===== src/rtl/axi_lite_arbiter_if.sv =====
// AXI4-Lite link bundle used on both the upstream and downstream sides of
// the arbiter. The "master" modport drives requests; "slave" answers them.
interface axi_lite_arbiter_if #(
   parameter int DATA_WIDTH = 32,
   parameter int ADDR_WIDTH = 8
) ();
   logic [ADDR_WIDTH-1:0]   awaddr;
   logic                    awvalid;
   logic                    awready;
   logic [DATA_WIDTH-1:0]   wdata;
   logic [DATA_WIDTH/8-1:0] wstrb;
   logic                    wvalid;
   logic                    wready;
   logic [1:0]              bresp;
   logic                    bvalid;
   logic                    bready;
   logic [ADDR_WIDTH-1:0]   araddr;
   logic                    arvalid;
   logic                    arready;
   logic [DATA_WIDTH-1:0]   rdata;
   logic [1:0]              rresp;
   logic                    rvalid;
   logic                    rready;

   modport master (
      output awaddr, awvalid, input awready,
      output wdata, wstrb, wvalid, input wready,
      input  bresp, bvalid, output bready,
      output araddr, arvalid, input arready,
      input  rdata, rresp, rvalid, output rready
   );

   modport slave (
      input  awaddr, awvalid, output awready,
      input  wdata, wstrb, wvalid, output wready,
      output bresp, bvalid, input bready,
      input  araddr, arvalid, output arready,
      output rdata, rresp, rvalid, input rready
   );
endinterface


===== src/rtl/axi_lite_arbiter.sv =====
// Two-master to one-slave AXI4-Lite arbiter. One transaction (read or write)
// is in flight at a time; grants rotate round-robin over
// {s0 write, s0 read, s1 write, s1 read}.
module axi_lite_arbiter #(
   parameter int DATA_WIDTH = 32,
   parameter int ADDR_WIDTH = 8
) (
   input logic                axi_aclk,
   input logic                axi_aresetn,
   axi_lite_arbiter_if.slave  s0_axi,
   axi_lite_arbiter_if.slave  s1_axi,
   axi_lite_arbiter_if.master m0_axi
);
   localparam int STRB_WIDTH = DATA_WIDTH / 8;

   typedef enum logic [2:0] {
      ST_IDLE    = 3'd0,
      ST_WR_FWD  = 3'd1,
      ST_WR_RESP = 3'd2,
      ST_WR_RET  = 3'd3,
      ST_RD_FWD  = 3'd4,
      ST_RD_DATA = 3'd5,
      ST_RD_RET  = 3'd6
   } state_t;

   state_t                  state_r, state_s;
   logic [1:0]              prio_r, prio_s;
   logic                    owner_r, owner_s;
   logic [3:0]              req_s;
   logic                    grant_vld_s;
   logic [1:0]              grant_idx_s;
   logic [1:0]              cand_s;
   logic                    owner_bready_s, owner_rready_s;
   logic                    cap_req_s, cap_b_s, cap_r_s;
   logic                    m0_awvalid_r, m0_awvalid_s;
   logic                    m0_wvalid_r, m0_wvalid_s;
   logic                    m0_arvalid_r, m0_arvalid_s;
   logic                    m0_bready_r, m0_bready_s;
   logic                    m0_rready_r, m0_rready_s;
   logic                    up_bvalid_r, up_bvalid_s;
   logic                    up_rvalid_r, up_rvalid_s;
   logic [ADDR_WIDTH-1:0]   awaddr_r, araddr_r;
   logic [DATA_WIDTH-1:0]   wdata_r, rdata_r;
   logic [STRB_WIDTH-1:0]   wstrb_r;
   logic [1:0]              bresp_r, rresp_r;

   // Request vector: a write is eligible only with both AW and W valid.
   always_comb begin
      req_s[0] = s0_axi.awvalid & s0_axi.wvalid;
      req_s[1] = s0_axi.arvalid;
      req_s[2] = s1_axi.awvalid & s1_axi.wvalid;
      req_s[3] = s1_axi.arvalid;
   end

   // Round-robin pick: scan from the farthest offset down so the requester
   // closest to prio_r is the last (winning) assignment.
   always_comb begin
      grant_vld_s = 1'b0;
      grant_idx_s = prio_r;
      cand_s      = prio_r + 2'd3;
      if (req_s[cand_s]) begin
         grant_vld_s = 1'b1;
         grant_idx_s = cand_s;
      end else begin
         grant_vld_s = grant_vld_s;
      end
      cand_s = prio_r + 2'd2;
      if (req_s[cand_s]) begin
         grant_vld_s = 1'b1;
         grant_idx_s = cand_s;
      end else begin
         grant_vld_s = grant_vld_s;
      end
      cand_s = prio_r + 2'd1;
      if (req_s[cand_s]) begin
         grant_vld_s = 1'b1;
         grant_idx_s = cand_s;
      end else begin
         grant_vld_s = grant_vld_s;
      end
      cand_s = prio_r;
      if (req_s[cand_s]) begin
         grant_vld_s = 1'b1;
         grant_idx_s = cand_s;
      end else begin
         grant_vld_s = grant_vld_s;
      end
      // Grants only from IDLE and never while reset is asserted.
      if ((state_r != ST_IDLE) || !axi_aresetn) begin
         grant_vld_s = 1'b0;
      end else begin
         grant_vld_s = grant_vld_s;
      end
   end

   // Upstream readies: only the winner sees them, only in the grant cycle.
   always_comb begin
      s0_axi.awready = 1'b0;
      s0_axi.wready  = 1'b0;
      s0_axi.arready = 1'b0;
      s1_axi.awready = 1'b0;
      s1_axi.wready  = 1'b0;
      s1_axi.arready = 1'b0;
      if (grant_vld_s) begin
         case (grant_idx_s)
            2'd0: begin
               s0_axi.awready = 1'b1;
               s0_axi.wready  = 1'b1;
            end
            2'd1: s0_axi.arready = 1'b1;
            2'd2: begin
               s1_axi.awready = 1'b1;
               s1_axi.wready  = 1'b1;
            end
            2'd3: s1_axi.arready = 1'b1;
            default: s0_axi.awready = 1'b0;
         endcase
      end else begin
         s0_axi.awready = 1'b0;
      end
   end

   // Next-state and next-output logic of the transaction FSM.
   always_comb begin
      state_s        = state_r;
      prio_s         = prio_r;
      owner_s        = owner_r;
      m0_awvalid_s   = m0_awvalid_r;
      m0_wvalid_s    = m0_wvalid_r;
      m0_arvalid_s   = m0_arvalid_r;
      m0_bready_s    = m0_bready_r;
      m0_rready_s    = m0_rready_r;
      up_bvalid_s    = up_bvalid_r;
      up_rvalid_s    = up_rvalid_r;
      cap_req_s      = 1'b0;
      cap_b_s        = 1'b0;
      cap_r_s        = 1'b0;
      owner_bready_s = owner_r ? s1_axi.bready : s0_axi.bready;
      owner_rready_s = owner_r ? s1_axi.rready : s0_axi.rready;
      case (state_r)
         ST_IDLE: begin
            if (grant_vld_s) begin
               cap_req_s = 1'b1;
               owner_s   = grant_idx_s[1];
               prio_s    = grant_idx_s + 2'd1;
               if (grant_idx_s[0]) begin
                  m0_arvalid_s = 1'b1;
                  state_s      = ST_RD_FWD;
               end else begin
                  m0_awvalid_s = 1'b1;
                  m0_wvalid_s  = 1'b1;
                  state_s      = ST_WR_FWD;
               end
            end else begin
               state_s = ST_IDLE;
            end
         end
         ST_WR_FWD: begin
            // AW and W complete independently; move on once both are done.
            m0_awvalid_s = m0_awvalid_r & ~m0_axi.awready;
            m0_wvalid_s  = m0_wvalid_r & ~m0_axi.wready;
            if (!m0_awvalid_s && !m0_wvalid_s) begin
               m0_bready_s = 1'b1;
               state_s     = ST_WR_RESP;
            end else begin
               state_s = ST_WR_FWD;
            end
         end
         ST_WR_RESP: begin
            if (m0_axi.bvalid) begin
               cap_b_s     = 1'b1;
               m0_bready_s = 1'b0;
               up_bvalid_s = 1'b1;
               state_s     = ST_WR_RET;
            end else begin
               state_s = ST_WR_RESP;
            end
         end
         ST_WR_RET: begin
            if (owner_bready_s) begin
               up_bvalid_s = 1'b0;
               state_s     = ST_IDLE;
            end else begin
               state_s = ST_WR_RET;
            end
         end
         ST_RD_FWD: begin
            if (m0_axi.arready) begin
               m0_arvalid_s = 1'b0;
               m0_rready_s  = 1'b1;
               state_s      = ST_RD_DATA;
            end else begin
               state_s = ST_RD_FWD;
            end
         end
         ST_RD_DATA: begin
            if (m0_axi.rvalid) begin
               cap_r_s     = 1'b1;
               m0_rready_s = 1'b0;
               up_rvalid_s = 1'b1;
               state_s     = ST_RD_RET;
            end else begin
               state_s = ST_RD_DATA;
            end
         end
         ST_RD_RET: begin
            if (owner_rready_s) begin
               up_rvalid_s = 1'b0;
               state_s     = ST_IDLE;
            end else begin
               state_s = ST_RD_RET;
            end
         end
         default: begin
            state_s      = ST_IDLE;
            m0_awvalid_s = 1'b0;
            m0_wvalid_s  = 1'b0;
            m0_arvalid_s = 1'b0;
            m0_bready_s  = 1'b0;
            m0_rready_s  = 1'b0;
            up_bvalid_s  = 1'b0;
            up_rvalid_s  = 1'b0;
         end
      endcase
   end

   // Control registers: FSM state, priority pointer, owner, handshake flags.
   always_ff @(posedge axi_aclk or negedge axi_aresetn) begin
      if (!axi_aresetn) begin
         state_r      <= ST_IDLE;
         prio_r       <= 2'd0;
         owner_r      <= 1'b0;
         m0_awvalid_r <= 1'b0;
         m0_wvalid_r  <= 1'b0;
         m0_arvalid_r <= 1'b0;
         m0_bready_r  <= 1'b0;
         m0_rready_r  <= 1'b0;
         up_bvalid_r  <= 1'b0;
         up_rvalid_r  <= 1'b0;
      end else begin
         state_r      <= state_s;
         prio_r       <= prio_s;
         owner_r      <= owner_s;
         m0_awvalid_r <= m0_awvalid_s;
         m0_wvalid_r  <= m0_wvalid_s;
         m0_arvalid_r <= m0_arvalid_s;
         m0_bready_r  <= m0_bready_s;
         m0_rready_r  <= m0_rready_s;
         up_bvalid_r  <= up_bvalid_s;
         up_rvalid_r  <= up_rvalid_s;
      end
   end

   // Payload capture: request payload at grant, response payload on arrival.
   always_ff @(posedge axi_aclk or negedge axi_aresetn) begin
      if (!axi_aresetn) begin
         awaddr_r <= {ADDR_WIDTH{1'b0}};
         araddr_r <= {ADDR_WIDTH{1'b0}};
         wdata_r  <= {DATA_WIDTH{1'b0}};
         wstrb_r  <= {STRB_WIDTH{1'b0}};
         bresp_r  <= 2'b00;
         rdata_r  <= {DATA_WIDTH{1'b0}};
         rresp_r  <= 2'b00;
      end else begin
         if (cap_req_s) begin
            if (!grant_idx_s[0]) begin
               awaddr_r <= grant_idx_s[1] ? s1_axi.awaddr : s0_axi.awaddr;
               wdata_r  <= grant_idx_s[1] ? s1_axi.wdata  : s0_axi.wdata;
               wstrb_r  <= grant_idx_s[1] ? s1_axi.wstrb  : s0_axi.wstrb;
            end else begin
               araddr_r <= grant_idx_s[1] ? s1_axi.araddr : s0_axi.araddr;
            end
         end
         if (cap_b_s) begin
            bresp_r <= m0_axi.bresp;
         end
         if (cap_r_s) begin
            rdata_r <= m0_axi.rdata;
            rresp_r <= m0_axi.rresp;
         end
      end
   end

   // Drive the shared bus and route responses to the owner only.
   always_comb begin
      m0_axi.awaddr  = awaddr_r;
      m0_axi.awvalid = m0_awvalid_r;
      m0_axi.wdata   = wdata_r;
      m0_axi.wstrb   = wstrb_r;
      m0_axi.wvalid  = m0_wvalid_r;
      m0_axi.bready  = m0_bready_r;
      m0_axi.araddr  = araddr_r;
      m0_axi.arvalid = m0_arvalid_r;
      m0_axi.rready  = m0_rready_r;
      s0_axi.bvalid  = up_bvalid_r & ~owner_r;
      s1_axi.bvalid  = up_bvalid_r & owner_r;
      s0_axi.rvalid  = up_rvalid_r & ~owner_r;
      s1_axi.rvalid  = up_rvalid_r & owner_r;
      s0_axi.bresp   = (up_bvalid_r & ~owner_r) ? bresp_r : 2'b00;
      s1_axi.bresp   = (up_bvalid_r & owner_r)  ? bresp_r : 2'b00;
      s0_axi.rdata   = (up_rvalid_r & ~owner_r) ? rdata_r : {DATA_WIDTH{1'b0}};
      s1_axi.rdata   = (up_rvalid_r & owner_r)  ? rdata_r : {DATA_WIDTH{1'b0}};
      s0_axi.rresp   = (up_rvalid_r & ~owner_r) ? rresp_r : 2'b00;
      s1_axi.rresp   = (up_rvalid_r & owner_r)  ? rresp_r : 2'b00;
   end
endmodule


===== src/flat_wrapper.sv =====
// flat-port wrapper written by rule: the top's interface ports become plain ports
module axi_lite_arbiter_flat 
#(
   parameter int DATA_WIDTH = 32,
   parameter int ADDR_WIDTH = 8
)
  (axi_aclk, axi_aresetn, s0_axi_awaddr, s0_axi_awvalid, s0_axi_awready, s0_axi_wdata, s0_axi_wstrb, s0_axi_wvalid, s0_axi_wready, s0_axi_bresp, s0_axi_bvalid, s0_axi_bready, s0_axi_araddr, s0_axi_arvalid, s0_axi_arready, s0_axi_rdata, s0_axi_rresp, s0_axi_rvalid, s0_axi_rready, s1_axi_awaddr, s1_axi_awvalid, s1_axi_awready, s1_axi_wdata, s1_axi_wstrb, s1_axi_wvalid, s1_axi_wready, s1_axi_bresp, s1_axi_bvalid, s1_axi_bready, s1_axi_araddr, s1_axi_arvalid, s1_axi_arready, s1_axi_rdata, s1_axi_rresp, s1_axi_rvalid, s1_axi_rready, m0_axi_awaddr, m0_axi_awvalid, m0_axi_awready, m0_axi_wdata, m0_axi_wstrb, m0_axi_wvalid, m0_axi_wready, m0_axi_bresp, m0_axi_bvalid, m0_axi_bready, m0_axi_araddr, m0_axi_arvalid, m0_axi_arready, m0_axi_rdata, m0_axi_rresp, m0_axi_rvalid, m0_axi_rready);
  axi_lite_arbiter_if #(.DATA_WIDTH(DATA_WIDTH), .ADDR_WIDTH(ADDR_WIDTH)) s0_axi_i ();
  axi_lite_arbiter_if #(.DATA_WIDTH(DATA_WIDTH), .ADDR_WIDTH(ADDR_WIDTH)) s1_axi_i ();
  axi_lite_arbiter_if #(.DATA_WIDTH(DATA_WIDTH), .ADDR_WIDTH(ADDR_WIDTH)) m0_axi_i ();
  input logic axi_aclk;
  input logic axi_aresetn;
  input wire logic [$bits(s0_axi_i.awaddr)-1:0] s0_axi_awaddr;
  input wire logic [$bits(s0_axi_i.awvalid)-1:0] s0_axi_awvalid;
  output wire logic [$bits(s0_axi_i.awready)-1:0] s0_axi_awready;
  input wire logic [$bits(s0_axi_i.wdata)-1:0] s0_axi_wdata;
  input wire logic [$bits(s0_axi_i.wstrb)-1:0] s0_axi_wstrb;
  input wire logic [$bits(s0_axi_i.wvalid)-1:0] s0_axi_wvalid;
  output wire logic [$bits(s0_axi_i.wready)-1:0] s0_axi_wready;
  output wire logic [$bits(s0_axi_i.bresp)-1:0] s0_axi_bresp;
  output wire logic [$bits(s0_axi_i.bvalid)-1:0] s0_axi_bvalid;
  input wire logic [$bits(s0_axi_i.bready)-1:0] s0_axi_bready;
  input wire logic [$bits(s0_axi_i.araddr)-1:0] s0_axi_araddr;
  input wire logic [$bits(s0_axi_i.arvalid)-1:0] s0_axi_arvalid;
  output wire logic [$bits(s0_axi_i.arready)-1:0] s0_axi_arready;
  output wire logic [$bits(s0_axi_i.rdata)-1:0] s0_axi_rdata;
  output wire logic [$bits(s0_axi_i.rresp)-1:0] s0_axi_rresp;
  output wire logic [$bits(s0_axi_i.rvalid)-1:0] s0_axi_rvalid;
  input wire logic [$bits(s0_axi_i.rready)-1:0] s0_axi_rready;
  input wire logic [$bits(s1_axi_i.awaddr)-1:0] s1_axi_awaddr;
  input wire logic [$bits(s1_axi_i.awvalid)-1:0] s1_axi_awvalid;
  output wire logic [$bits(s1_axi_i.awready)-1:0] s1_axi_awready;
  input wire logic [$bits(s1_axi_i.wdata)-1:0] s1_axi_wdata;
  input wire logic [$bits(s1_axi_i.wstrb)-1:0] s1_axi_wstrb;
  input wire logic [$bits(s1_axi_i.wvalid)-1:0] s1_axi_wvalid;
  output wire logic [$bits(s1_axi_i.wready)-1:0] s1_axi_wready;
  output wire logic [$bits(s1_axi_i.bresp)-1:0] s1_axi_bresp;
  output wire logic [$bits(s1_axi_i.bvalid)-1:0] s1_axi_bvalid;
  input wire logic [$bits(s1_axi_i.bready)-1:0] s1_axi_bready;
  input wire logic [$bits(s1_axi_i.araddr)-1:0] s1_axi_araddr;
  input wire logic [$bits(s1_axi_i.arvalid)-1:0] s1_axi_arvalid;
  output wire logic [$bits(s1_axi_i.arready)-1:0] s1_axi_arready;
  output wire logic [$bits(s1_axi_i.rdata)-1:0] s1_axi_rdata;
  output wire logic [$bits(s1_axi_i.rresp)-1:0] s1_axi_rresp;
  output wire logic [$bits(s1_axi_i.rvalid)-1:0] s1_axi_rvalid;
  input wire logic [$bits(s1_axi_i.rready)-1:0] s1_axi_rready;
  output wire logic [$bits(m0_axi_i.awaddr)-1:0] m0_axi_awaddr;
  output wire logic [$bits(m0_axi_i.awvalid)-1:0] m0_axi_awvalid;
  input wire logic [$bits(m0_axi_i.awready)-1:0] m0_axi_awready;
  output wire logic [$bits(m0_axi_i.wdata)-1:0] m0_axi_wdata;
  output wire logic [$bits(m0_axi_i.wstrb)-1:0] m0_axi_wstrb;
  output wire logic [$bits(m0_axi_i.wvalid)-1:0] m0_axi_wvalid;
  input wire logic [$bits(m0_axi_i.wready)-1:0] m0_axi_wready;
  input wire logic [$bits(m0_axi_i.bresp)-1:0] m0_axi_bresp;
  input wire logic [$bits(m0_axi_i.bvalid)-1:0] m0_axi_bvalid;
  output wire logic [$bits(m0_axi_i.bready)-1:0] m0_axi_bready;
  output wire logic [$bits(m0_axi_i.araddr)-1:0] m0_axi_araddr;
  output wire logic [$bits(m0_axi_i.arvalid)-1:0] m0_axi_arvalid;
  input wire logic [$bits(m0_axi_i.arready)-1:0] m0_axi_arready;
  input wire logic [$bits(m0_axi_i.rdata)-1:0] m0_axi_rdata;
  input wire logic [$bits(m0_axi_i.rresp)-1:0] m0_axi_rresp;
  input wire logic [$bits(m0_axi_i.rvalid)-1:0] m0_axi_rvalid;
  output wire logic [$bits(m0_axi_i.rready)-1:0] m0_axi_rready;
  assign s0_axi_i.awaddr = s0_axi_awaddr;
  assign s0_axi_i.awvalid = s0_axi_awvalid;
  assign s0_axi_awready = s0_axi_i.awready;
  assign s0_axi_i.wdata = s0_axi_wdata;
  assign s0_axi_i.wstrb = s0_axi_wstrb;
  assign s0_axi_i.wvalid = s0_axi_wvalid;
  assign s0_axi_wready = s0_axi_i.wready;
  assign s0_axi_bresp = s0_axi_i.bresp;
  assign s0_axi_bvalid = s0_axi_i.bvalid;
  assign s0_axi_i.bready = s0_axi_bready;
  assign s0_axi_i.araddr = s0_axi_araddr;
  assign s0_axi_i.arvalid = s0_axi_arvalid;
  assign s0_axi_arready = s0_axi_i.arready;
  assign s0_axi_rdata = s0_axi_i.rdata;
  assign s0_axi_rresp = s0_axi_i.rresp;
  assign s0_axi_rvalid = s0_axi_i.rvalid;
  assign s0_axi_i.rready = s0_axi_rready;
  assign s1_axi_i.awaddr = s1_axi_awaddr;
  assign s1_axi_i.awvalid = s1_axi_awvalid;
  assign s1_axi_awready = s1_axi_i.awready;
  assign s1_axi_i.wdata = s1_axi_wdata;
  assign s1_axi_i.wstrb = s1_axi_wstrb;
  assign s1_axi_i.wvalid = s1_axi_wvalid;
  assign s1_axi_wready = s1_axi_i.wready;
  assign s1_axi_bresp = s1_axi_i.bresp;
  assign s1_axi_bvalid = s1_axi_i.bvalid;
  assign s1_axi_i.bready = s1_axi_bready;
  assign s1_axi_i.araddr = s1_axi_araddr;
  assign s1_axi_i.arvalid = s1_axi_arvalid;
  assign s1_axi_arready = s1_axi_i.arready;
  assign s1_axi_rdata = s1_axi_i.rdata;
  assign s1_axi_rresp = s1_axi_i.rresp;
  assign s1_axi_rvalid = s1_axi_i.rvalid;
  assign s1_axi_i.rready = s1_axi_rready;
  assign m0_axi_awaddr = m0_axi_i.awaddr;
  assign m0_axi_awvalid = m0_axi_i.awvalid;
  assign m0_axi_i.awready = m0_axi_awready;
  assign m0_axi_wdata = m0_axi_i.wdata;
  assign m0_axi_wstrb = m0_axi_i.wstrb;
  assign m0_axi_wvalid = m0_axi_i.wvalid;
  assign m0_axi_i.wready = m0_axi_wready;
  assign m0_axi_i.bresp = m0_axi_bresp;
  assign m0_axi_i.bvalid = m0_axi_bvalid;
  assign m0_axi_bready = m0_axi_i.bready;
  assign m0_axi_araddr = m0_axi_i.araddr;
  assign m0_axi_arvalid = m0_axi_i.arvalid;
  assign m0_axi_i.arready = m0_axi_arready;
  assign m0_axi_i.rdata = m0_axi_rdata;
  assign m0_axi_i.rresp = m0_axi_rresp;
  assign m0_axi_i.rvalid = m0_axi_rvalid;
  assign m0_axi_rready = m0_axi_i.rready;
  axi_lite_arbiter #(.DATA_WIDTH(DATA_WIDTH), .ADDR_WIDTH(ADDR_WIDTH)) u_core (.axi_aclk(axi_aclk), .axi_aresetn(axi_aresetn), .s0_axi(s0_axi_i), .s1_axi(s1_axi_i), .m0_axi(m0_axi_i));
endmodule

===== config.mk =====
export PLATFORM = sky130hd
export DESIGN_NAME = axi_lite_arbiter_flat
export DESIGN_NICKNAME = d
export VERILOG_FILES = /design/src/rtl/axi_lite_arbiter_if.sv /design/src/rtl/axi_lite_arbiter.sv /design/src/flat_wrapper.sv
export SDC_FILE = /design/constraint.sdc
export NUM_CORES = 1
export LEC_CHECK = 0
export BUFFER_PORTS_ARGS = -buffer_cell sky130_fd_sc_hd__buf_4
export CORE_ASPECT_RATIO = 0.7
export CORE_UTILIZATION = 41
export DETAILED_ROUTE_END_ITERATION = 10
export PLACE_DENSITY = 0.72
export REMOVE_ABC_BUFFERS = 1
export SYNTH_ARGS = -nofsm -noshare
export SYNTH_HDL_FRONTEND = slang
export SYNTH_SLANG_ARGS = --single-unit

===== constraint.sdc =====
create_clock -name axi_aclk -period 4.9 [get_ports axi_aclk]
set_clock_uncertainty 0.15 [all_clocks]
set_input_delay 0.245 -clock axi_aclk [delete_from_list [all_inputs] [get_ports axi_aclk]]
set_output_delay 0.245 -clock axi_aclk [all_outputs]
set_load 0.03 [all_outputs]

==> metrics.md, run 1 <==
| Metric | Value |
|---|---|
| Vias | `approximately 6300` |
| IO Port Bufs | `295` |
| Adder-cell share of the synthesized area | `0.802%` |
| MaxCap Viol Count | `0` |
| Number of synthesized flops with an enable pin | `0` |
| Hold Path Class | `in2reg` |
| Critical path buffers and inverters | `3` |
| M1 GR Usage | `36.0%` |
| Setup-failing EPs final | `0` |
| Root Buffer | `clkbuf_16` |
| #FFs+latches synth | `~100` |
| Layout cells sized above 1 | `a little over two fifths` |
| DRC violations left | `0` |
| CTS tree | `built` |
| Predominant post-synthesis flop cell | `dfrtp_1` |
| Skew-Pair Late Insertion Delay | `~330 ps` |
| Drt via density | `5.54` |
| Post-synthesis instance total | `651` |
| CP startpoint | `axi_aresetn` |
| GRT Max-Usage Layer | `met2` |
| Compound-Gate Fraction of Synth Area | `21.0%` |
| Delay of the slowest cell on the worst path | `550 ps` |
| Synth-to-layout area growth | `46.0%` |
| Met2 usage | `between 40% and 50%` |
| Post-synthesis mux area share | `7.35%` |
| CTS Sinks | `101` |
| Vias in the first global route | `6083` |
| Synth cell types | `47` |
| Clk buf depth | `2` |
| Hold wc startpoint | `s1_axi_araddr[4]` |
| WL per Instance | `roughly 18 um` |
| Antenna fix cells | `0` |
| Required time of the critical path | `about 4900 ps` |
| CP top delay family | `buffers and inverters` |
| Final Non-Filler Cells | `1137` |
| Commonest non-fill, non-tap cell in the layout | `buf_4` |
| Most frequent cells in the layout | `buf_4 (305), dfrtp_1 (101), nand2_1 (61)` |
| Fmax | `about 0.31 GHz` |
| RSZ-0062 raised after global routing | `no` |
| Relative slew slack | `24.6%` |
| Largest family of logic cells by synthesized area | `simple AND/OR/NAND/NOR gates` |
| Fin crit period | `about 3200 ps` |
| Simple-gate share of the synthesized area | `between 20% and 30%` |
| Ports | `just under 300` |
| Final Hold Fails | `0` |
| Final ANT Viol Nets | `0` |
| Status | `complete, no violations` |
| Synth warn | `0` |
| Detailed placer's ending HPWL | `13800 um` |
| Final GP Congestion | `0.794` |
| FP Rows | `37` |
| Slew Viols, Final | `0` |
| Placed cell count | `1084` |
| Grt met3 use | `3.55%` |
| TritonCTS Buffers | `9` |
| PwrDens | `around 660 nW/um^2` |
| Nets | `1098` |
| Detailed Route WL | `approximately 21000 um` |
| Post-Syn Area | `6240 um^2` |
| Post-CTS Resized | `0` |
| Total Routing Usage GR | `25.7%` |
| DIE AREA | `15700 um^2` |
| CP dominant cell by count | `buf_4` |
| Crit Reg-Reg Startpoint | `u_core.state_r[1]` |
| Die Width | `~150 um` |
| Initial antenna violation count | `0` |
| CTS H-tree depth | `3` |
| Worst setup SP type | `input pin` |
| Leak | `4.16 nW` |
| Setup TNS | `0 ps` |
| Worst VDD drop | `0.330 mV` |
| Detailed Route Iter0 Violations | `between 400 and 500` |
| Crit path max fanout | `46` |
| Final period util | `around two thirds` |
| Kind of critical path | `in2reg` |
| CTS clk-pin slew, worst paths | `70 ps` |
| Seq/Total Area, Yosys | `40.5%` |
| Total grt overflow | `0` |
| Mean Syn Cell Area | `9.59 um^2` |
| Die H | `105 um` |
| Worst path arrival time | `3230 ps` |
| Global-route wire length before repair | `32200 um` |
| Drt first pass iters | `8` |
| Slew @ Worst Pin | `between 1000 and 1500 ps` |
| Ys async rst share | `100%` |
| Worst Setup End Kind | `register` |
| Area of the core | `14800 um^2` |
| Largest net degree at the start of global routing | `58` |
| XOR/XNOR Fraction of Synth Area | `0%` |
| Critical path, cell by cell | `dlygate4sd3_1 > buf_4 > nor4b_4 > o31ai_4 > nor2_4 > or2_2 > buf_4 > a41oi_2` |
| Starting Density | `42.3%` |
| Critical-path top delay cell | `or2_2` |
[worst min-delay path: stages]
cell     delay (ps)
buf_4           120
nand3_1          50
a32oi_1          80
[layer usage]
metal  share of wire (%)  vias to the layer above  wire length, um
met2                  48                      234             9890
li1                    -                     2956                -
met5                   0                        -                0
met4                 2.0                        0              402
met1                  45                     3073             9290
met3                 4.9                       31             1020
[stage by stage]
stage	setup slack [ps]	hold WS, ps	instance area [um^2]	total power [W]	utilization [%]
2_1_floorplan	1210	-201	5900	0.00386	-
3_3_place_gp	1890	148	8460	0.00522	57.3
3_5_place_dp	1840	146	8460	0.00527	57.3
4_1_cts	1660	5.88	9100	0.00599	61.6
5_1_grt	1480	46.3	9110	0.00632	61.7
6_report	1700	45.3	9110	0.00597	61.7
[repair_timing]
action,4_1_cts,5_1_grt
endpoints found under the setup margin,0,0
setup buffers,0,0
hold endpoints to repair,79,1
hold buffers,36,1
[where the power goes]
| group | internal [W] | switching, W | leakage (nW) | total, W |
|---|---|---|---|---|
| Clock | 0.000363 | 0.000320 | 0.140 | 0.000682 |
| Sequential | 0.00124 | 0.000353 | 1.17 | 0.00159 |
| Combinational | 0.00145 | 0.00225 | 2.86 | 0.00370 |
| Total | 0.00305 | 0.00292 | 4.16 | 0.00597 |
[cell families after synthesis]
family	after synthesis
AOI/OAI and AO/OA	146
adders and majority gates	4
buffers and inverters	80
DFF	101
muxes	40
and+or+nand+nor	280
[Yosys cell counts, types with 3 or more instances]
master / instances / area, um^2
nand3b_1: 3 / 22.5
ha_1: 4 / 50.1
nor2_1: 5 / 18.8
a32oi_1: 8 / 70.1
nand2b_1: 5 / 31.3
nand3_1: 58 / 290
o21ai_0: 52 / 260
a41oi_2: 40 / 651
nor2b_1: 10 / 62.6
mux2_2: 37 / 417
inv_1: 13 / 48.8
nor3_1: 46 / 230
and2_1: 46 / 288
buf_2: 10 / 50.1
and3_1: 37 / 231
buf_12: 4 / 80.1
clkbuf_1: 48 / 180
dfrtp_1: 101 / 2530
nand2_1: 61 / 229
a22oi_1: 9 / 67.6
a21oi_1: 17 / 85.1
a41oi_1: 4 / 35.0
[area by class of cell]
cell class	count	area (um^2)
clock buffers	10	239
clock inverters	6	43.8
fillers	1310	5660
inverters	13	48.8
multi-input cells	470	3350
flip-flops and latches	101	2530
well taps	195	244
repair buffers	342	2660
[state kept, by name (all words and copies together), names as in the netlist]
signal and flops:
u_core.bresp_r 2, u_core.cand_s 2, u_core.m0_axi.araddr 8, u_core.m0_axi.arvalid 1, u_core.m0_axi.awaddr 8, u_core.m0_axi.awvalid 1
u_core.m0_axi.bready 1, u_core.m0_axi.rready 1, u_core.m0_axi.wdata 32, u_core.m0_axi.wstrb 4, u_core.m0_axi.wvalid 1, u_core.owner_r 1
u_core.rdata_r 32, u_core.rresp_r 2, u_core.state_r 3, u_core.up_bvalid_r 1, u_core.up_rvalid_r 1
[final timing paths]
kind | slack (ps) | end | cells past startpoint
setup / recovery | 1700 | u_core.m0_axi.awaddr[6] | 8
hold / removal | 50 | u_core.m0_axi.araddr[4] | 3
setup reg to reg | 2080 | u_core.m0_axi.awaddr[6] | 6
hold reg to reg | 360 | u_core.m0_axi.awvalid | 2
max in group asynchronous | 3110 | u_core.m0_axi.araddr[7] | 3
min in group asynchronous | 310 | u_core.m0_axi.wdata[12] | 2
(Power assumes the default switching activity.)
==> run 2: changes to the inputs <==
--- a/config.mk
+++ b/config.mk
@@ -9,7 +9,7 @@
 export CORE_ASPECT_RATIO = 0.7
 export CORE_UTILIZATION = 41
 export DETAILED_ROUTE_END_ITERATION = 10
-export PLACE_DENSITY = 0.72
+export PLACE_DENSITY = 0.75
 export REMOVE_ABC_BUFFERS = 1
 export SYNTH_ARGS = -nofsm -noshare
 export SYNTH_HDL_FRONTEND = slang
==> constraint.sdc (replaced) <==
create_clock -name axi_aclk -period 2.6 [get_ports axi_aclk]
set_clock_uncertainty 0.15 [all_clocks]
set_input_delay 0.13 -clock axi_aclk [delete_from_list [all_inputs] [get_ports axi_aclk]]
set_output_delay 0.13 -clock axi_aclk [all_outputs]
set_load 0.03 [all_outputs]
==> metrics.md, run 2 (synthesis results as in run 1) <==
| Metric | Value |
|---|---|
| Total Routing Usage GR | `28.9% (was 25.7%)` |
| Worst Setup End Kind | `primary output (was register)` |
| Synth-to-layout area growth | `62.3% (was 46.0%)` |
| Die H | `105 um (unchanged)` |
| FP Rows | `37 (unchanged)` |
| CTS tree | `built (unchanged)` |
| CTS H-tree depth | `3 (unchanged)` |
| Placed cell count | `1094 (was 1084)` |
| Total grt overflow | `0 (unchanged)` |
| WHS | `14.3 ps (was 45.3 ps)` |
| Fmax | `0.413 GHz` |
| Drt first pass iters | `5 (was 8)` |
| Detailed Route Iter0 Violations | `487 (was 494)` |
| Crit path max fanout | `12 (was 46)` |
| Initial antenna violation count | `0 (unchanged)` |
| Final period util | `between 90% and 100%` |
| Worst slack at placement | `267 ps (was 1840 ps)` |
| PwrDens | `1160 nW/um^2 (was 656 nW/um^2)` |
| Fin worst setup slack | `181 ps (was 1700 ps)` |
| Root Buffer | `clkbuf_16 (unchanged)` |
| Setup TNS | `0 ps (unchanged)` |
| Antenna fix cells | `0 (unchanged)` |
| Layout cells sized above 1 | `40.4% (was 43.4%)` |
| Status | `complete, no violations (unchanged)` |
| Detailed Route WL | `22900 um (was 20600 um)` |
| DRC violations left | `0 (unchanged)` |
| Post-CTS Setup Bufs | `0 (unchanged)` |
| Final Hold Fails | `0 (unchanged)` |
| Most frequent cells in the layout | `buf_4 (312), dlygate4sd3_1 (124), dfrtp_1 (101) (was buf_4 (305), dfrtp_1 (101), nand2_1 (61))` |
| TritonCTS Buffers | `9 (unchanged)` |
| Starting Density | `42.3% (unchanged)` |
| Kind of critical path | `reg2out (was in2reg)` |
| Delay of the slowest cell on the worst path | `380 ps (was 550 ps)` |
| CTS Sinks | `101 (unchanged)` |
| MaxCap Viol Count | `0 (unchanged)` |
| Leak | `4.60 nW (was 4.16 nW)` |
| Slew Viols, Final | `0 (unchanged)` |
| CP dominant cell by count | `buf_4 (unchanged)` |
| Drt via density | `5.54 (about the same)` |
| RSZ-0062 raised after global routing | `no (unchanged)` |
| Fillers | `1147 (was 1310)` |
| DP Area | `8570 um^2 (was 8460 um^2)` |
| Worst setup SP type | `register (was input pin)` |
| IO Port Bufs | `295 (unchanged)` |
| CTS clk-pin slew, worst paths | `70 ps (about the same)` |
| Ports | `296 (unchanged)` |
| Skew-Pair Late Insertion Delay | `340 ps (was 330 ps)` |
| Slew @ Worst Pin | `705 ps (was 1130 ps)` |
| Area of the core | `14800 um^2 (unchanged)` |
| Worst path arrival time | `2140 ps (was 3230 ps)` |
| Die Width | `149 um (unchanged)` |
| Worst VDD drop | `0.713 mV (was 0.330 mV)` |
| Detailed placer's ending HPWL | `14500 um (was 13800 um)` |
| Critical path, cell by cell | `buf_4 > nand3b_1 > nand3_1 > a21oi_4 > nor2_2 > inv_1 > ha_1 > and2_1 > buf_4 (was dlygate4sd3_1 > buf_4 > nor4b_4 > o31ai_4 > nor2_4 > or2_2 > buf_4 > a41oi_2)` |
| Vias in the first global route | `6993 (was 6083)` |
| Setup-failing EPs final | `0 (unchanged)` |
| Fin crit period | `2420 ps` |
| Clk buf depth | `2 (unchanged)` |
| Final GP Congestion | `0.869 (was 0.794)` |
| Final ANT Viol Nets | `0 (unchanged)` |
| Critical-path top delay cell | `dfrtp_1 (was or2_2)` |
| Vias | `6842 (was 6294)` |
| Final Non-Filler Cells | `1234 (was 1137)` |
| Required time of the critical path | `2320 ps (was 4930 ps)` |
| Global-route wire length before repair | `35900 um (was 32200 um)` |
| Hold Path Class | `in2reg (unchanged)` |
| Fin area | `10100 um^2 (was 9110 um^2)` |
| Relative slew slack | `53.0% (was 24.6%)` |
| Commonest non-fill, non-tap cell in the layout | `buf_4 (unchanged)` |
| DIE AREA | `15700 um^2 (unchanged)` |
| Largest net degree at the start of global routing | `55 (was 58)` |
| Nets | `1195 (was 1098)` |
| WL per Instance | `18.6 um (was 18.1 um)` |
-- run 2: what timing repair did --
action	4_1_cts	5_1_grt
hold endpoints to repair	137	0
endpoints found under the setup margin	0	4
resized for setup	0	3
hold buffers	124	0
-- run 2: final cells by class --
class	count	area [um^2]	share of cell area [%]
Clock buffer	12	256	2.53
Multi-Input combinational cell	470	3360	33.1
Sequential cell	101	2530	24.9
Inverter	13	48.8	0.481
Clock inverter	4	55.1	0.543
Tap cell	195	244	2.41
Timing Repair Buffer	439	3640	36.0
-- run 2: per-layer routing --
metal | wire (um) | track usage [%] | up-vias | part of all wire (%)
met5 | 0 | 0 | - | 0
met4 | 815 | 12.3 | 0 | 3.6
met3 | 1110 | 4.07 | 75 | 4.8
met2 | 11200 | 46.7 | 307 | 49
met1 | 9740 | 38.4 | 3321 | 43
li1 | - | - | 3139 | -
-- run 2: worst paths after layout --
check / startpoint / endpoint / slack (ps) / depth (start not counted)
worst max-delay path: u_core.cand_s[0] / s0_axi_wready / 180 / 9
worst min-delay path: s0_axi_wstrb[0] / u_core.m0_axi.wstrb[0] / 10 / 3
worst max register to register: u_core.cand_s[1] / u_core.m0_axi.wdata[26] / 210 / 6
worst min register to register: u_core.rdata_r[23] / u_core.rdata_r[23] / 370 / 1
max in group asynchronous: axi_aresetn / u_core.rdata_r[23] / 750 / 4
min in group asynchronous: axi_aresetn / u_core.m0_axi.wdata[8] / 380 / 3
-- run 2: report_power, final --
group          internal (W)  switching [W]  total (W)
sequential          0.00234       0.000556    0.00290
combinational       0.00293        0.00449    0.00742
clock              0.000806       0.000601    0.00141
total               0.00608        0.00564     0.0117
-- run 2: worst max-delay path, delay by kind of cell, from the launching register on --
family,cells,cell delay [ps]
adders and majority gates,1,200
and+or+nand+nor,4,690
AOI/OAI and AO/OA,1,80
buffers and inverters,3,450
DFF,1,380
-- run 2: stage by stage --
stage	total power [W]	utilization [%]
2_1_floorplan	0.00728	-
3_3_place_gp	0.00997	58.0
3_5_place_dp	0.0101	58.0
4_1_cts	0.0117	68.6
5_1_grt	0.0124	68.6
6_report	0.0117	68.6
==> run 3: changes to the inputs <==
--- a/config.mk
+++ b/config.mk
@@ -9,8 +9,9 @@
 export CORE_ASPECT_RATIO = 0.7
 export CORE_UTILIZATION = 41
 export DETAILED_ROUTE_END_ITERATION = 10
-export PLACE_DENSITY = 0.75
+export PLACE_DENSITY = 0.72
 export REMOVE_ABC_BUFFERS = 1
 export SYNTH_ARGS = -nofsm -noshare
 export SYNTH_HDL_FRONTEND = slang
 export SYNTH_SLANG_ARGS = --single-unit
+export TNS_END_PERCENT = 1
==> constraint.sdc (replaced) <==
create_clock -name axi_aclk -period 2.84 [get_ports axi_aclk]
set_clock_uncertainty 0.15 [all_clocks]
set_input_delay 0.142 -clock axi_aclk [delete_from_list [all_inputs] [get_ports axi_aclk]]
set_output_delay 0.142 -clock axi_aclk [all_outputs]
set_load 0.03 [all_outputs]
==> metrics.md, run 3 (synthesis results as in run 1) <==
| Metric | Value |
|---|---|
| IO Port Bufs | `295 (unchanged)` |
| Final Hold Fails | `0 (unchanged)` |
| Worst slack at placement | `410 ps (was 267 ps)` |
| DRC violations left | `0 (unchanged)` |
| Worst path arrival time | `2760 ps (was 2140 ps)` |
| Synth-to-layout area growth | `57.7% (was 62.3%)` |
| CTS Sinks | `101 (unchanged)` |
| Required time of the critical path | `2900 ps (was 2320 ps)` |
| Hold Path Class | `in2reg (unchanged)` |
| Drt via density | `5.46 (was 5.54)` |
| Worst VDD drop | `0.586 mV (was 0.713 mV)` |
| Setup-failing EPs final | `0 (unchanged)` |
| Slew @ Worst Pin | `733 ps (was 705 ps)` |
| DIE AREA | `15700 um^2 (unchanged)` |
| Layout cells sized above 1 | `41.0% (was 40.4%)` |
| Detailed placer's ending HPWL | `13800 um (was 14500 um)` |
| Most frequent cells in the layout | `buf_4 (304), dlygate4sd3_1 (100), dfrtp_1 (100) (was buf_4 (312), dlygate4sd3_1 (124), dfrtp_1 (101))` |
| Total Routing Usage GR | `27.3% (was 28.9%)` |
| WHS | `10.9 ps (was 14.3 ps)` |
| Detailed Route WL | `21400 um (was 22900 um)` |
| FP Rows | `37 (unchanged)` |
| Fillers | `1177 (was 1147)` |
| RSZ-0062 raised after global routing | `no (unchanged)` |
| Slew Viols, Final | `0 (unchanged)` |
| Area of the multi-input gates | `3350 um^2 (was 3360 um^2)` |
| Final ANT Viol Nets | `0 (unchanged)` |
| Status | `complete, no violations (unchanged)` |
| Fin crit period | `2690 ps` |
| Final Non-Filler Cells | `1205 (was 1234)` |
| Vias in the first global route | `6631 (was 6993)` |
| Kind of critical path | `reg2reg (was reg2out)` |
| Vias | `6577 (was 6842)` |
| Final GP Congestion | `0.845 (was 0.869)` |
| Post-CTS Setup Bufs | `0 (unchanged)` |
| Crit path max fanout | `16 (was 12)` |
| Placed cell count | `1091 (was 1094)` |
| CTS tree | `built (unchanged)` |
| CTS H-tree depth | `3 (unchanged)` |
| Root Buffer | `clkbuf_16 (unchanged)` |
| CTS clk-pin slew, worst paths | `70 ps (about the same)` |
| TritonCTS Buffers | `9 (unchanged)` |
| WL per Instance | `17.8 um (was 18.6 um)` |
| Skew-Pair Late Insertion Delay | `330 ps (was 340 ps)` |
| Antenna fix cells | `0 (unchanged)` |
| Power, Total | `0.0106 W (was 0.0117 W)` |
| Relative slew slack | `51.2% (was 53.0%)` |
| Global-route wire length before repair | `34400 um (was 35900 um)` |
| Fmax | `approximately 0.37 GHz` |
| Die Width | `149 um (unchanged)` |
| Area of the core | `14800 um^2 (unchanged)` |
| Largest net degree at the start of global routing | `54 (was 55)` |
| Worst Setup End Kind | `register (was primary output)` |
| Reg area | `2530 um^2 (about the same)` |
| Drt first pass iters | `5 (unchanged)` |
| Commonest non-fill, non-tap cell in the layout | `buf_4 (unchanged)` |
| Fin worst setup slack | `145 ps (was 181 ps)` |
| Worst setup SP type | `register (unchanged)` |
| Clk buf depth | `2 (unchanged)` |
| Final period util | `94.9%` |
| Leak | `4.46 nW (was 4.60 nW)` |
| Starting Density | `42.3% (unchanged)` |
| Nets | `1168 (was 1195)` |
| Detailed Route Iter0 Violations | `512 (was 487)` |
| Die H | `105 um (unchanged)` |
| Setup TNS | `0 ps (unchanged)` |
| Total grt overflow | `0 (unchanged)` |
| Ports | `296 (unchanged)` |
| MaxCap Viol Count | `0 (unchanged)` |
| PwrDens | `1070 nW/um^2 (was 1160 nW/um^2)` |
| Initial antenna violation count | `0 (unchanged)` |
[run 3: cell count changes in the layout (fill, tap and decap cells not counted), sizes merged]
cell / before / now
clkinvlp: 1 / 3
clkbuf: 12 / 10
bufinv: 1 / 0
buf: 315 / 312
inv: 14 / 13
dlygate4sd3: 124 / 100
[run 3: report_power, final]
| part | total (W) | internal [W] | switching [W] |
|---|---|---|---|
| sequential | 0.00268 | 0.00214 | 0.000532 |
| clock | 0.00112 | 0.000584 | 0.000537 |
| combinational | 0.00675 | 0.00273 | 0.00403 |
| total | 0.0105 | 0.00545 | 0.00510 |
[run 3: layout make-up]
cell class | count | share of cell area [%]
timing repair buffer | 412 | 34.7
multi-input combinational | 470 | 34.0
clock buffer | 10 | 2.33
inverter | 13 | 0.496
sequential | 101 | 25.7
clock inverter | 4 | 0.280
tap | 195 | 2.48
[run 3: path summary, 6_finish.rpt]
path | from | to | slack [ps] | depth (start not counted)
min | s0_axi_wdata[9] | u_core.m0_axi.wdata[9] | 10 | 3
max | u_core.cand_s[1] | u_core.m0_axi.awaddr[0] | 150 | 6
max in group asynchronous | axi_aresetn | u_core.m0_axi.awaddr[6] | 980 | 4
min in group asynchronous | axi_aresetn | u_core.state_r[1] | 370 | 3
min reg2reg | u_core.bresp_r[1] | u_core.bresp_r[1] | 370 | 1
max reg2reg | u_core.cand_s[1] | u_core.m0_axi.awaddr[0] | 150 | 6
[run 3: timing repair]
item                                    in CTS  in global routing
endpoints found under the setup margin       0                  7
hold buffers                               100                  0
resized for setup                            0                  8
hold endpoints to repair                   137                  0
[run 3: per-layer routing]
layer / track usage (%) / vias to the layer above / part of all wire [%]
met4: 9.11 / 0 / 2.5
met2: 44.3 / 248 / 50
li1: - / 3082 / -
met1: 36.2 / 3197 / 43
met3: 5.67 / 50 / 5.4
met5: 0 / - / 0
[run 3: per-stage QoR]
stage / util (%) / instance area, um^2
after detailed placement: 58.0 / 8560
final: 66.7 / 9840
after CTS: 66.5 / 9820
after floorplan: - / 5900
after global routing: 66.7 / 9840
after global placement: 58.0 / 8560
[run 3: critical path: stages, from the launching register on]
cell and delay (ps):
dfrtp_1 540, mux4_2 580, nor2_4 120, or2_2 150
buf_4 280, a41oi_2 150, dlygate4sd3_1 600
